`src/rtl/sha_padder.sv`:
```
// sha_padder: packs a byte stream into big-endian words and appends SHA
// padding (0x80 marker, zero fill, two-word bit length) so that every
// message leaves as a whole number of 16-word blocks.
// Ports:
//   clk, rstn                 clock, synchronous active-low reset
//   tvalid/tready/tlast/tid/tdata   byte input stream, tid taken on first byte
//   ovalid/oready             word output handshake
//   oword                     padded word, first byte in the top lane
//   oidx                      word index within the current block
//   olastblk                  word 15 of the final block of a message
//   oid, olen                 owning message ID, message length in bytes
module sha_padder #(
    parameter int unsigned WORD_BYTES = 4,
    parameter int unsigned ID_WIDTH   = 32,
    parameter int unsigned LEN_WIDTH  = 61
) (
    input  logic                    clk,
    input  logic                    rstn,
    input  logic                    tvalid,
    output logic                    tready,
    input  logic                    tlast,
    input  logic [ID_WIDTH-1:0]     tid,
    input  logic [7:0]              tdata,
    output logic                    ovalid,
    input  logic                    oready,
    output logic [8*WORD_BYTES-1:0] oword,
    output logic [3:0]              oidx,
    output logic                    olastblk,
    output logic [ID_WIDTH-1:0]     oid,
    output logic [LEN_WIDTH-1:0]    olen
);
    localparam int unsigned   WW       = 8 * WORD_BYTES;
    localparam int unsigned   PW       = $clog2(WORD_BYTES);
    localparam logic [PW-1:0] POS_LAST = PW'(WORD_BYTES - 1);
    localparam logic [3:0]    IDX_PAD_END = 4'd13;

    typedef enum logic [1:0] {DATA, ZERO, LEN_HI, LEN_LO} state_e;

    state_e               state_q, state_d;
    logic [WW-1:0]        wbuf_q, wbuf_d;
    logic [PW-1:0]        pos_q, pos_d;
    logic [3:0]           widx_q, widx_d;
    logic [LEN_WIDTH-1:0] len_q, len_d;
    logic [ID_WIDTH-1:0]  id_q, id_d;
    logic                 first_q, first_d;
    logic                 pad80_q, pad80_d;

    logic                 ovalid_q, ovalid_d;
    logic [WW-1:0]        oword_q, oword_d;
    logic [3:0]           oidx_q, oidx_d;
    logic                 olastblk_q, olastblk_d;
    logic [ID_WIDTH-1:0]  oid_q, oid_d;
    logic [LEN_WIDTH-1:0] olen_q, olen_d;

    logic                 slot_free_c, accept_c, emit_c, lastblk_c;
    logic [WW-1:0]        word_c;
    logic [LEN_WIDTH-1:0] len_out_c;
    logic [2*WW-1:0]      bitlen_c;

    // Output register can take a new word this cycle
    assign slot_free_c = !ovalid_q || oready;
    // Gated by rstn so no byte is accepted while reset is held
    assign tready      = rstn && (state_q == DATA) && slot_free_c;
    assign accept_c    = tvalid && tready;
    assign bitlen_c    = (2*WW)'({len_q, 3'b000});

    // State register
    always_ff @(posedge clk) begin
        if (!rstn) state_q <= DATA;
        else       state_q <= state_d;
    end

    // Next-state logic
    always_comb begin
        state_d = state_q;
        unique case (state_q)
            DATA: begin
                // Marker fits in the last data word at index 13: go straight to length
                if (accept_c && tlast)
                    state_d = (pos_q != POS_LAST && widx_q == IDX_PAD_END) ? LEN_HI : ZERO;
            end
            ZERO:   if (slot_free_c && widx_q == IDX_PAD_END) state_d = LEN_HI;
            LEN_HI: if (slot_free_c) state_d = LEN_LO;
            LEN_LO: if (slot_free_c) state_d = DATA;
        endcase
    end

    // Datapath and output-word generation
    always_comb begin
        wbuf_d    = wbuf_q;
        pos_d     = pos_q;
        widx_d    = widx_q;
        len_d     = len_q;
        id_d      = id_q;
        first_d   = first_q;
        pad80_d   = pad80_q;
        emit_c    = 1'b0;
        lastblk_c = 1'b0;
        word_c    = '0;
        len_out_c = len_q;

        unique case (state_q)
            DATA: begin
                if (accept_c) begin
                    len_d     = len_q + LEN_WIDTH'(1);
                    len_out_c = len_d;
                    if (first_q) id_d = tid;
                    first_d = 1'b0;
                    word_c  = wbuf_q;
                    for (int unsigned b = 0; b < WORD_BYTES; b++) begin
                        if (PW'(b) == pos_q)
                            word_c[8*(WORD_BYTES-1-b) +: 8] = tdata;
                        else if (tlast && pos_q != POS_LAST && PW'(b) == pos_q + PW'(1))
                            word_c[8*(WORD_BYTES-1-b) +: 8] = 8'h80;
                    end
                    if (tlast || pos_q == POS_LAST) begin
                        emit_c = 1'b1;
                        wbuf_d = '0;
                        pos_d  = '0;
                        // Word was full: the marker opens the next word
                        pad80_d = tlast && (pos_q == POS_LAST);
                    end else begin
                        wbuf_d = word_c;
                        pos_d  = pos_q + PW'(1);
                    end
                end
            end
            ZERO: begin
                if (slot_free_c) begin
                    emit_c            = 1'b1;
                    word_c[WW-1 -: 8] = pad80_q ? 8'h80 : 8'h00;
                    pad80_d           = 1'b0;
                end
            end
            LEN_HI: begin
                if (slot_free_c) begin
                    emit_c = 1'b1;
                    word_c = bitlen_c[2*WW-1 -: WW];
                end
            end
            LEN_LO: begin
                if (slot_free_c) begin
                    emit_c    = 1'b1;
                    word_c    = bitlen_c[WW-1:0];
                    lastblk_c = 1'b1;
                    len_d     = '0;
                    first_d   = 1'b1;
                end
            end
        endcase

        if (emit_c) widx_d = lastblk_c ? 4'd0 : widx_q + 4'd1;

        ovalid_d   = ovalid_q && !oready;
        oword_d    = oword_q;
        oidx_d     = oidx_q;
        olastblk_d = olastblk_q;
        oid_d      = oid_q;
        olen_d     = olen_q;
        if (emit_c) begin
            ovalid_d   = 1'b1;
            oword_d    = word_c;
            oidx_d     = widx_q;
            olastblk_d = lastblk_c;
            oid_d      = id_d;
            olen_d     = len_out_c;
        end
    end

    // Datapath and output registers
    always_ff @(posedge clk) begin
        if (!rstn) begin
            wbuf_q     <= '0;
            pos_q      <= '0;
            widx_q     <= '0;
            len_q      <= '0;
            id_q       <= '0;
            first_q    <= 1'b1;
            pad80_q    <= 1'b0;
            ovalid_q   <= 1'b0;
            oword_q    <= '0;
            oidx_q     <= '0;
            olastblk_q <= 1'b0;
            oid_q      <= '0;
            olen_q     <= '0;
        end else begin
            wbuf_q     <= wbuf_d;
            pos_q      <= pos_d;
            widx_q     <= widx_d;
            len_q      <= len_d;
            id_q       <= id_d;
            first_q    <= first_d;
            pad80_q    <= pad80_d;
            ovalid_q   <= ovalid_d;
            oword_q    <= oword_d;
            oidx_q     <= oidx_d;
            olastblk_q <= olastblk_d;
            oid_q      <= oid_d;
            olen_q     <= olen_d;
        end
    end

    assign ovalid   = ovalid_q;
    assign oword    = oword_q;
    assign oidx     = oidx_q;
    assign olastblk = olastblk_q;
    assign oid      = oid_q;
    assign olen     = olen_q;

endmodule
```
`config.mk`:
```
export PLATFORM = sky130hd
export DESIGN_NAME = sha_padder
export DESIGN_NICKNAME = d
export VERILOG_FILES = /design/src/rtl/sha_padder.sv
export SDC_FILE = /design/constraint.sdc
export NUM_CORES = 1
export LEC_CHECK = 0
export ABC_AREA = 1
export CAP_MARGIN = 20
export CORE_ASPECT_RATIO = 1.4
export CORE_MARGIN = 2
export CORE_UTILIZATION = 59
export DETAILED_ROUTE_END_ITERATION = 8
export HOLD_SLACK_MARGIN = 0.08
export PLACE_DENSITY_LB_ADDON = 0.12
export SETUP_SLACK_MARGIN = 0.2
export SLEW_MARGIN = 20
export SYNTH_ARGS = -nofsm -noshare
export SYNTH_HDL_FRONTEND = slang
export SYNTH_SLANG_ARGS = --single-unit
```
`constraint.sdc`:
```
create_clock -name clk -period 3.4 [get_ports clk]
set_input_delay 0.51 -clock clk [delete_from_list [all_inputs] [get_ports clk]]
set_output_delay 0.51 -clock clk [all_outputs]
set_load 0.03 [all_outputs]
```
==> results.sh <==
export IMPL_end_kind="output pin"
export IMPL_grt_max_degree=134
export IMPL_ys_seq_area_share_pct=42.0
export IMPL_post_route_worst_setup_slack_ns=0.466
export IMPL_cp_cell_sequence="inv_1, ha_1, nand2_1, nor2_1, clkdlybuf4s50_1"
export IMPL_drt_iter0_drc=1113
export IMPL_yosys_area_share_simple_pct=25.9
export IMPL_boundaryPins=177
export IMPL_grt_overflow=0
export IMPL_fill_cells=1676
export IMPL_initial_core_util_pct=60.0
export IMPL_startpoint_type="flop"
export IMPL_tightest_slew_ns=0.954
export IMPL_wl_mm=40.4
export IMPL_synth_top_cell_by_area="dfxtp_1"
export IMPL_rsz0062_at_grt="no"
export IMPL_critical_path_top_delay_family="buffers and inverters"
export IMPL_final_cell_count_no_fill=2165
export IMPL_placedCellCount=2117
export IMPL_place_ws_ns=0.418
export IMPL_p_total_mw=13.4
export IMPL_synthXorXnorAreaFrac_pct=2.47
export IMPL_critPathRequiredTime_ns=2.89
export IMPL_synth_compound_area_share_pct=17.8
export IMPL_critical_path_buf_inv_count=2
export IMPL_wl_per_cell_um=18.7
export IMPL_die_w_um=128
export IMPL_power_density_nw_per_um2=866
export IMPL_port_buffers=176
export IMPL_finalHoldViolCount=0
export IMPL_synth_area_um2=12700
export IMPL_grt_pass1_wl_mm=63.3
export IMPL_vias=12600
export IMPL_numCtsBuffers=26
export IMPL_area_growth_syn_to_layout_pct=22.5
export IMPL_synth_ff_type="dfxtp_1"
export IMPL_finalCritPeriodShare_pct=86.3
export IMPL_ys_types=49
export IMPL_synth_top_family_by_area="simple AND/OR/NAND/NOR gates"
export IMPL_cts_clk_slew_worst_paths_ns=0.06
export IMPL_drc=0
export IMPL_nets=1946
export IMPL_cts_sinks=266
export IMPL_max_freq_mhz=341
export IMPL_die_area_um2=22700
export IMPL_yosys_register_bits=266
export IMPL_htreeDepth=1
export IMPL_avgSynthCellArea_um2=7.20
export IMPL_ys_warn_count=0
export IMPL_diodes=0
export IMPL_synthAdderAreaFrac_pct=1.58
export IMPL_worstPathArrival_ns=2.42
export IMPL_die_h_um=177
export IMPL_clkLatencyLatePin_ns=0.54
export IMPL_max_slew_margin_pct=36.4
export IMPL_final_setup_tns_ns=0
export IMPL_antenna_found_initial=0
export IMPL_worst_setup_path_type="reg -> out"
export IMPL_coreArea_um2=21100
export IMPL_status="finished clean"
export IMPL_gp_congestion=1.01
export IMPL_layout_common_cells="nand2_1, dfxtp_1, a21oi_1"
export IMPL_post_cts_buffers=0
export IMPL_critical_path_slowest_cell="clkdlybuf4s50_1"
export IMPL_dr_pass1_iters=6
export IMPL_p_leak_nw=5.69
export IMPL_drive_gt1_share_pct=6.09
export IMPL_holdWs_ns=0.466
export IMPL_synthCells=1760
export IMPL_stdcell_area_um2=15500
export IMPL_postPlaceCellArea_um2=14600
export IMPL_track_usage_pct=35.0
export IMPL_clk_path_buf_depth=3
export IMPL_period_needed_ns=2.93
export IMPL_cts_hold_buf=0
export IMPL_synthMuxAreaShare_pct=2.53
export IMPL_slowest_delay_ns=0.74
export IMPL_final_core_util_pct=73.5
export IMPL_maxCapViolations=0
export IMPL_antenna_left=0
export IMPL_layout_commonest_cell="nand2_1"
export IMPL_synth_edff_count=0
export IMPL_dp_hpwl_mm=28.8
export IMPL_std_cell_rows=63
export IMPL_synth_area_leaders="dfxtp_1, nand2_1, a21oi_1"
export IMPL_viasPerCell=5.83
export IMPL_path_max_fanout=5
export IMPL_drv_slew=0
export IMPL_peakVddDrop_uv=907
export IMPL_grt_pass1_vias=12200
export IMPL_synth_nets=1821
export IMPL_cts_tree="built"
export IMPL_hp_class="reg -> reg"
export IMPL_synth_top_cell_area_share_pct=42.0
export IMPL_clockRootBuffer="clkbuf_16"
export IMPL_fin_worst_skew_ns=0.0135
export IMPL_final_setup_viol_count=0
export IMPL_async_flop_share_pct=0
export IMPL_cts_resized=0
synthesized netlist by cell type, drive strengths merged (27+ instances only):
| cell | count |
|---|---|
| o21bai | 31 |
| clkbuf | 61 |
| nand3 | 131 |
| nor2 | 173 |
| mux2i | 32 |
| o21ai | 149 |
| nand2 | 387 |
| xor2 | 27 |
| dfxtp | 266 |
| inv | 147 |
| nor3 | 28 |
| buf | 39 |
| a21oi | 184 |
final timing paths:
kind	start	endpoint	slack (ns)	cells past startpoint
max reg2reg	pos_q[0]	oword[17]	0.79	10
max	state_q[0]	tready	0.47	5
min reg2reg	wbuf_q[2]	wbuf_q[2]	0.47	2
min	wbuf_q[2]	wbuf_q[2]	0.47	2
worst min-delay path, cell delays in order, from the launching register on:
cell     delay [ns]
dfxtp_1        0.31
nand2_1        0.06
a21oi_1        0.06
layout make-up:
type                    instances  area [um^2]  area share (%)
multi-input cells            1246         6400            41.2
flip-flops and latches        266         5330            34.3
inverters                     148          558            3.59
repair buffers                197         1960            12.7
clock inverters                10          179            1.15
clock buffers                  38          777            5.00
well taps                     260          325            2.10
kinds of logic after synthesis:
kind of cell	after synthesis
compound gates	411
xor+xnor	34
fa+ha+maj	16
buf+inv	248
flops	266
mux	32
simple gates	753
power breakdown:
group,switching (mW),internal (mW)
clock network,1.23,1.96
logic,3.98,2.04
registers,0.371,3.86
metal layers:
metal	up-vias	share of wire [%]	GRT usage (%)
li1	6076	-	-
met1	5835	38	41.3
met2	562	49	60.5
met3	144	6.5	4.67
met4	0	6.5	20.9
met5	-	0	0
flip-flops by register name, summed over array words and instances, names as in the netlist, 2 cells and up:
signal   flops
oid         32
oidx         4
id_q        32
widx_q       4
oword       32
state_q      2
len_q       61
wbuf_q      32
pos_q        2
olen        61
(Power assumes the default switching activity.)
